### src/rtl/veri_pd_pkg.sv
// Shared definitions for the phase-detector vote filter: default sizing,
// counter widths and the majority-vote decision helper.
package veri_pd_pkg;

    localparam int NLANE_DEF    = 16;
    localparam int WIN_DEF      = 8;
    localparam int LOCK_CNT_DEF = 4;

    // A vote count must hold WIN itself, an alternation count must hold LOCK_CNT
    localparam int VCNT_W = $clog2(WIN_DEF + 1);
    localparam int ALT_W  = $clog2(LOCK_CNT_DEF + 1);

    typedef enum logic [1:0] {
        VOTE_ZERO = 2'd0,
        VOTE_ONE  = 2'd1,
        VOTE_TIE  = 2'd2
    } vote_e;

    // Majority decision for a completed window: exactly half is a tie
    function automatic vote_e vote_decide(input int ones, input int win);
        if (ones * 2 > win) begin
            return VOTE_ONE;
        end else if (ones * 2 < win) begin
            return VOTE_ZERO;
        end else begin
            return VOTE_TIE;
        end
    endfunction

endpackage

### src/rtl/veri_pd_lane_vote.sv
// One lane of the vote filter: accumulates the lane's ones over a window,
// resolves the majority at the last sample and tracks dither/lock state.
module veri_pd_lane_vote
    import veri_pd_pkg::*;
#(
    parameter int WIN      = WIN_DEF,
    parameter int LOCK_CNT = LOCK_CNT_DEF,
    parameter int VW       = VCNT_W,
    parameter int AW       = ALT_W
) (
    input  logic i_clk,
    input  logic i_reset,
    input  logic i_sample,
    input  logic i_last,
    input  logic i_raw,
    input  logic i_freeze_clr,
    output logic o_pd_out,
    output logic o_freeze
);

    logic [VW-1:0] r_vcnt;
    logic [AW-1:0] r_alt;
    logic          r_pd_out;
    logic          r_freeze;

    logic [VW-1:0] w_ones;
    logic [AW-1:0] w_alt_inc;
    vote_e         w_vote;
    logic          w_dec;
    logic          w_tie;

    // Window total including the current sample, and the saturating alternation step
    always_comb begin
        w_ones    = r_vcnt + VW'(i_raw);
        w_vote    = vote_decide(int'(w_ones), WIN);
        w_tie     = (w_vote == VOTE_TIE);
        w_dec     = (w_vote == VOTE_ONE);
        w_alt_inc = (r_alt == AW'(LOCK_CNT)) ? r_alt : r_alt + AW'(1);
    end

    // Vote accumulation, decision update and lock tracking; freeze_clr wins over a set
    always_ff @(posedge i_clk) begin
        if (i_reset) begin
            r_vcnt   <= '0;
            r_alt    <= '0;
            r_pd_out <= 1'b0;
            r_freeze <= 1'b0;
        end else begin
            if (i_sample) begin
                if (i_last) begin
                    r_vcnt <= '0;
                    if (!w_tie) begin
                        if (w_dec != r_pd_out) begin
                            r_pd_out <= w_dec;
                            r_alt    <= w_alt_inc;
                            if (w_alt_inc == AW'(LOCK_CNT)) begin
                                r_freeze <= 1'b1;
                            end
                        end else begin
                            r_alt    <= '0;
                            r_freeze <= 1'b0;
                        end
                    end
                end else begin
                    r_vcnt <= w_ones;
                end
            end
            if (i_freeze_clr) begin
                r_alt    <= '0;
                r_freeze <= 1'b0;
            end
        end
    end

    assign o_pd_out = r_pd_out;
    assign o_freeze = r_freeze;

endmodule

### src/rtl/veri_pd_vote_filter.sv
// Majority-vote filter for raw per-lane bang-bang PD decisions. Holds the shared
// window counter and completion pulse; per-lane state lives in the lane instances.
module veri_pd_vote_filter
    import veri_pd_pkg::*;
#(
    parameter int NLANE    = NLANE_DEF,
    parameter int WIN      = WIN_DEF,
    parameter int LOCK_CNT = LOCK_CNT_DEF
) (
    input  logic             i_clk,
    input  logic             i_reset,
    input  logic             i_enable,
    input  logic             i_pd_valid,
    input  logic [NLANE-1:0] i_pd_raw,
    input  logic             i_freeze_clr,
    output logic [NLANE-1:0] o_pd_out,
    output logic [NLANE-1:0] o_freeze,
    output logic             o_win_done,
    output logic             o_locked_all
);

    localparam int WCNT_W = $clog2(WIN);
    localparam int LVW    = $clog2(WIN + 1);
    localparam int LAW    = $clog2(LOCK_CNT + 1);

    logic [WCNT_W-1:0] r_wcnt;
    logic              r_win_done;
    logic              w_sample;
    logic              w_last;

    // A sample only counts when both enable and valid are high
    always_comb begin
        w_sample = i_enable & i_pd_valid;
        w_last   = w_sample & (r_wcnt == WCNT_W'(WIN - 1));
    end

    // Shared sample index within the window and the one-cycle completion pulse
    always_ff @(posedge i_clk) begin
        if (i_reset) begin
            r_wcnt     <= '0;
            r_win_done <= 1'b0;
        end else begin
            r_win_done <= w_last;
            if (w_last) begin
                r_wcnt <= '0;
            end else if (w_sample) begin
                r_wcnt <= r_wcnt + WCNT_W'(1);
            end
        end
    end

    for (genvar g = 0; g < NLANE; g++) begin : g_lane
        veri_pd_lane_vote #(
            .WIN      (WIN),
            .LOCK_CNT (LOCK_CNT),
            .VW       (LVW),
            .AW       (LAW)
        ) u_lane (
            .i_clk        (i_clk),
            .i_reset      (i_reset),
            .i_sample     (w_sample),
            .i_last       (w_last),
            .i_raw        (i_pd_raw[g]),
            .i_freeze_clr (i_freeze_clr),
            .o_pd_out     (o_pd_out[g]),
            .o_freeze     (o_freeze[g])
        );
    end

    assign o_win_done   = r_win_done;
    assign o_locked_all = &o_freeze;

endmodule
### config.mk
export PLATFORM = sky130hd
export DESIGN_NAME = veri_pd_vote_filter
export DESIGN_NICKNAME = d
export VERILOG_FILES = /design/src/rtl/veri_pd_pkg.sv /design/src/rtl/veri_pd_lane_vote.sv /design/src/rtl/veri_pd_vote_filter.sv
export SDC_FILE = /design/constraint.sdc
export NUM_CORES = 1
export LEC_CHECK = 0
export BUFFER_PORTS_ARGS = -buffer_cell sky130_fd_sc_hd__buf_2
export CAP_MARGIN = 20
export CORE_ASPECT_RATIO = 1.5
export CORE_MARGIN = 2
export CORE_UTILIZATION = 43
export DETAILED_ROUTE_END_ITERATION = 10
export PLACE_DENSITY_LB_ADDON = 0.2
export SYNTH_ARGS = -nofsm -noshare
export SYNTH_HDL_FRONTEND = slang
export SYNTH_HIERARCHICAL = 1
export SYNTH_SLANG_ARGS = --single-unit
### constraint.sdc
create_clock -name i_clk -period 4.17 [get_ports i_clk]
set_input_delay 0.2085 -clock i_clk [delete_from_list [all_inputs] [get_ports i_clk]]
set_output_delay 0.2085 -clock i_clk [all_outputs]
set_load 0.05 [all_outputs]
==> metrics.txt <==
I/O Buffers=54; Max clock buf depth=2; WL final=between 20000 and 25000 um; Pwr Total=between 3 and 4 mW; Buf/Inv on CP=0; Max Fclk=367 MHz; I/O Pins=55; most frequent cells in the layout=dfxtp_1 (148), nor2_1 (125), a21oi_1 (104), nand2_1 (75), ha_1 (66); EDFF count, synth=0; RSZ-0062 raised after global routing=false; Pleak=between 4 and 5 nW; post-synthesis cell count=roughly 1200; Initial DRT Pass Iterations=5; Worst Max-Slew Pin Slew=approximately 0.76 ns; Fin. Hold Viols=0; Ys Warns=6; Via Count=between 8000 and 9000; max-slew violations=0; Slew HR=about 49%; CTS H-tree depth=4; cells along the critical path=ha_1, ha_1, and3_4, nand2_1, nor3_1, and3_2, nand3_1, nand3_1; largest net degree at the start of global routing=74; status=completed; routed length per instance=roughly 14 um; Die Width=about 130 um; VDD IR max=around 0.00025 V; Max-cap violations=0; Pwr per Cell Area=~270 nW/um2; HPWL Detailed=approximately 16000 um; final std cells w/o fill=1575; worst setup margin=1.44 ns; Layout fillers=about 2300; critical path's top delay family=simple AND/OR/NAND/NOR gates; Final GP Congestion=between 0.8 and 0.9; synthesized flop and latch total=148; core area=23700 um2; CTS Root Cell=clkbuf_16; Required @ worst endpoint=4.54 ns; Tot GR Track Use=between 10% and 20%; Cell variety after synth=52; commonest non-fill, non-tap cell in the layout=dfxtp_1; Die Y-Extent=about 190 um; fin util=between 40% and 50%; setup TNS=0 ns; cts repair resizes=0; post-synth net total=about 1300; crit-path max FO=63; initial antenna violation count=1; critical path's largest stage delay=0.66 ns; CP max-delay cell=and3_4; TritonCTS Buffers=17; dpl ws=about 1.5 ns; Num Clock Sinks=148; syn avg cell area=a little under 9 um2; initial DRC count=370; nature of the critical path endpoint=flop; worst clock skew=slightly above 0.009 ns; CTS clk-pin slew, worst paths=about 0.07 ns; remaining global-route overflow=0; area grow syn2layout=11.9%; sequential element share of the synthesized area=between 20% and 30%; Async S/R FF share, synth=0%; vias in the first global route=roughly 8600; Clk Latency, worst-skew pair=between 0.4 and 0.5 ns; Finish-stage setup viols=0; Die ar.=about 25000 um2; Synth Cell Area=approximately 10000 um2; Most used DFF post-synth=dfxtp_1; num rows=69; nets=between 1000 and 1500; Hold Path Class=in2reg; # DRC=0; layout cell share with drive strength beyond 1=between 20% and 30%; Initial Util=a little over two fifths; Vias/cell=5.58; crit start category=flop; minimum clock period after layout=between 2 and 3 ns; critical path class=reg2reg; post-route ant nets=0; post-CTS setup repair buffer count=0; period utilization=between 60% and 70%; Placed Instances=1542; global-route wire length before repair=approximately 39000 um; Hold-fix buffers, CTS=0; CTS tree=yes; Worst Path Arrival=around 3.1 ns
[logic make-up (layout without fill, tap and decap cells)]
group | count (synthesis) | count (layout) | share of synthesized area (%)
compound gates | 297 | 297 | 21.8
xor+xnor | 48 | 48 | 6.90
fa+ha+maj | 66 | 66 | 7.99
buf+inv | 71 | 152 | 3.23
flops | 148 | 148 | 28.7
mux | 25 | 25 | 2.42
other cells | 0 | 1 | 0
simple gates | 519 | 519 | 29.0
[sequential cells by signal, summed over array words and instances, names as in the netlist]
signal	count
g_lane.u_lane/o_freeze	16
g_lane.u_lane/o_pd_out	16
g_lane.u_lane/r_alt	48
g_lane.u_lane/r_vcnt	64
o_win_done	1
r_wcnt	3
[cells in the mapped netlist (all sizes together) (8+ instances only)]
cell type  count  share of area [%]
a41o           9               0.98
nand3b        57                5.0
nand2b        32                1.9
o31a           9               0.87
a211oi        21                2.2
a2111oi        9                2.4
inv           55                2.0
nor3          32                1.5
ha            66                8.0
o31ai          9               0.65
a311oi         9               0.76
mux2i         25                2.4
nand3         66                3.9
a21oi        111                5.6
and2           8               0.50
nand2         84                3.3
o221a          9               0.98
xnor2         16                2.5
xor2          32                4.4
or3            9               0.54
dfxtp        148                 29
o21a           9               0.65
a31oi         14                1.3
nor4bb         9               0.87
nand4         45                2.7
o21ai         71                3.9
and3b          9               0.76
nor2         125                4.5
and3          17                1.1
buf            9               0.98
[layout make-up]
class                   instances  area (um2)  area share [%]
flip-flops and latches        148        2960            25.6
clock buffers                  22         494            4.27
repair buffers                 65         355            3.07
clock inverters                10        97.6           0.844
multi-input cells             955        7050            60.9
inverters                      55         206            1.79
diodes                          1        2.50          0.0216
well taps                     319         399            3.45
[final timing paths]
| check | start | to | slack (ns) | cells after the start |
|---|---|---|---|---|
| setup / recovery | r_wcnt[0] | g_lane[1].u_lane/r_alt[1] | 1.44 | 8 |
| hold / removal | i_enable | r_wcnt[1] | 0.12 | 3 |
| setup reg to reg | r_wcnt[0] | g_lane[1].u_lane/r_alt[1] | 1.44 | 8 |
| hold reg to reg | g_lane[5].u_lane/r_vcnt[0] | g_lane[5].u_lane/r_vcnt[0] | 0.47 | 2 |
[routing by layer]
metal  vias to the layer above  part of all wire [%]  GRT usage, %
li1                       4499                     -             -
met1                      4160                    44          21.6
met2                       101                    51          33.4
met4                         0                   1.4          6.38
met5                         -                     0             0
met3                        22                   3.1          3.34
[worst register-to-register path: stages, from the launching register on]
cell     delay, ns
dfxtp_1       0.34
ha_1          0.16
ha_1          0.19
and3_4        0.66
nand2_1       0.31
nor3_1        0.55
and3_2        0.29
nand3_1       0.07
nand3_1       0.09
[through the flow]
stage | area [um2] | hold WS (ns)
after floorplan | 10300 | 0.278
after global placement | 11000 | 0.459
after detailed placement | 11000 | 0.467
after CTS | 11600 | 0.107
after global routing | 11600 | 0.140
final | 11600 | 0.124
[where the power goes]
| part | internal (mW) | switching [mW] | total (mW) |
|---|---|---|---|
| sequential | 1.43 | 0.00674 | 1.43 |
| combinational | 0.0601 | 0.122 | 0.183 |
| clock | 0.901 | 0.636 | 1.54 |
| total | 2.39 | 0.765 | 3.15 |
No activity file was read; power rests on OpenSTA's default activity.
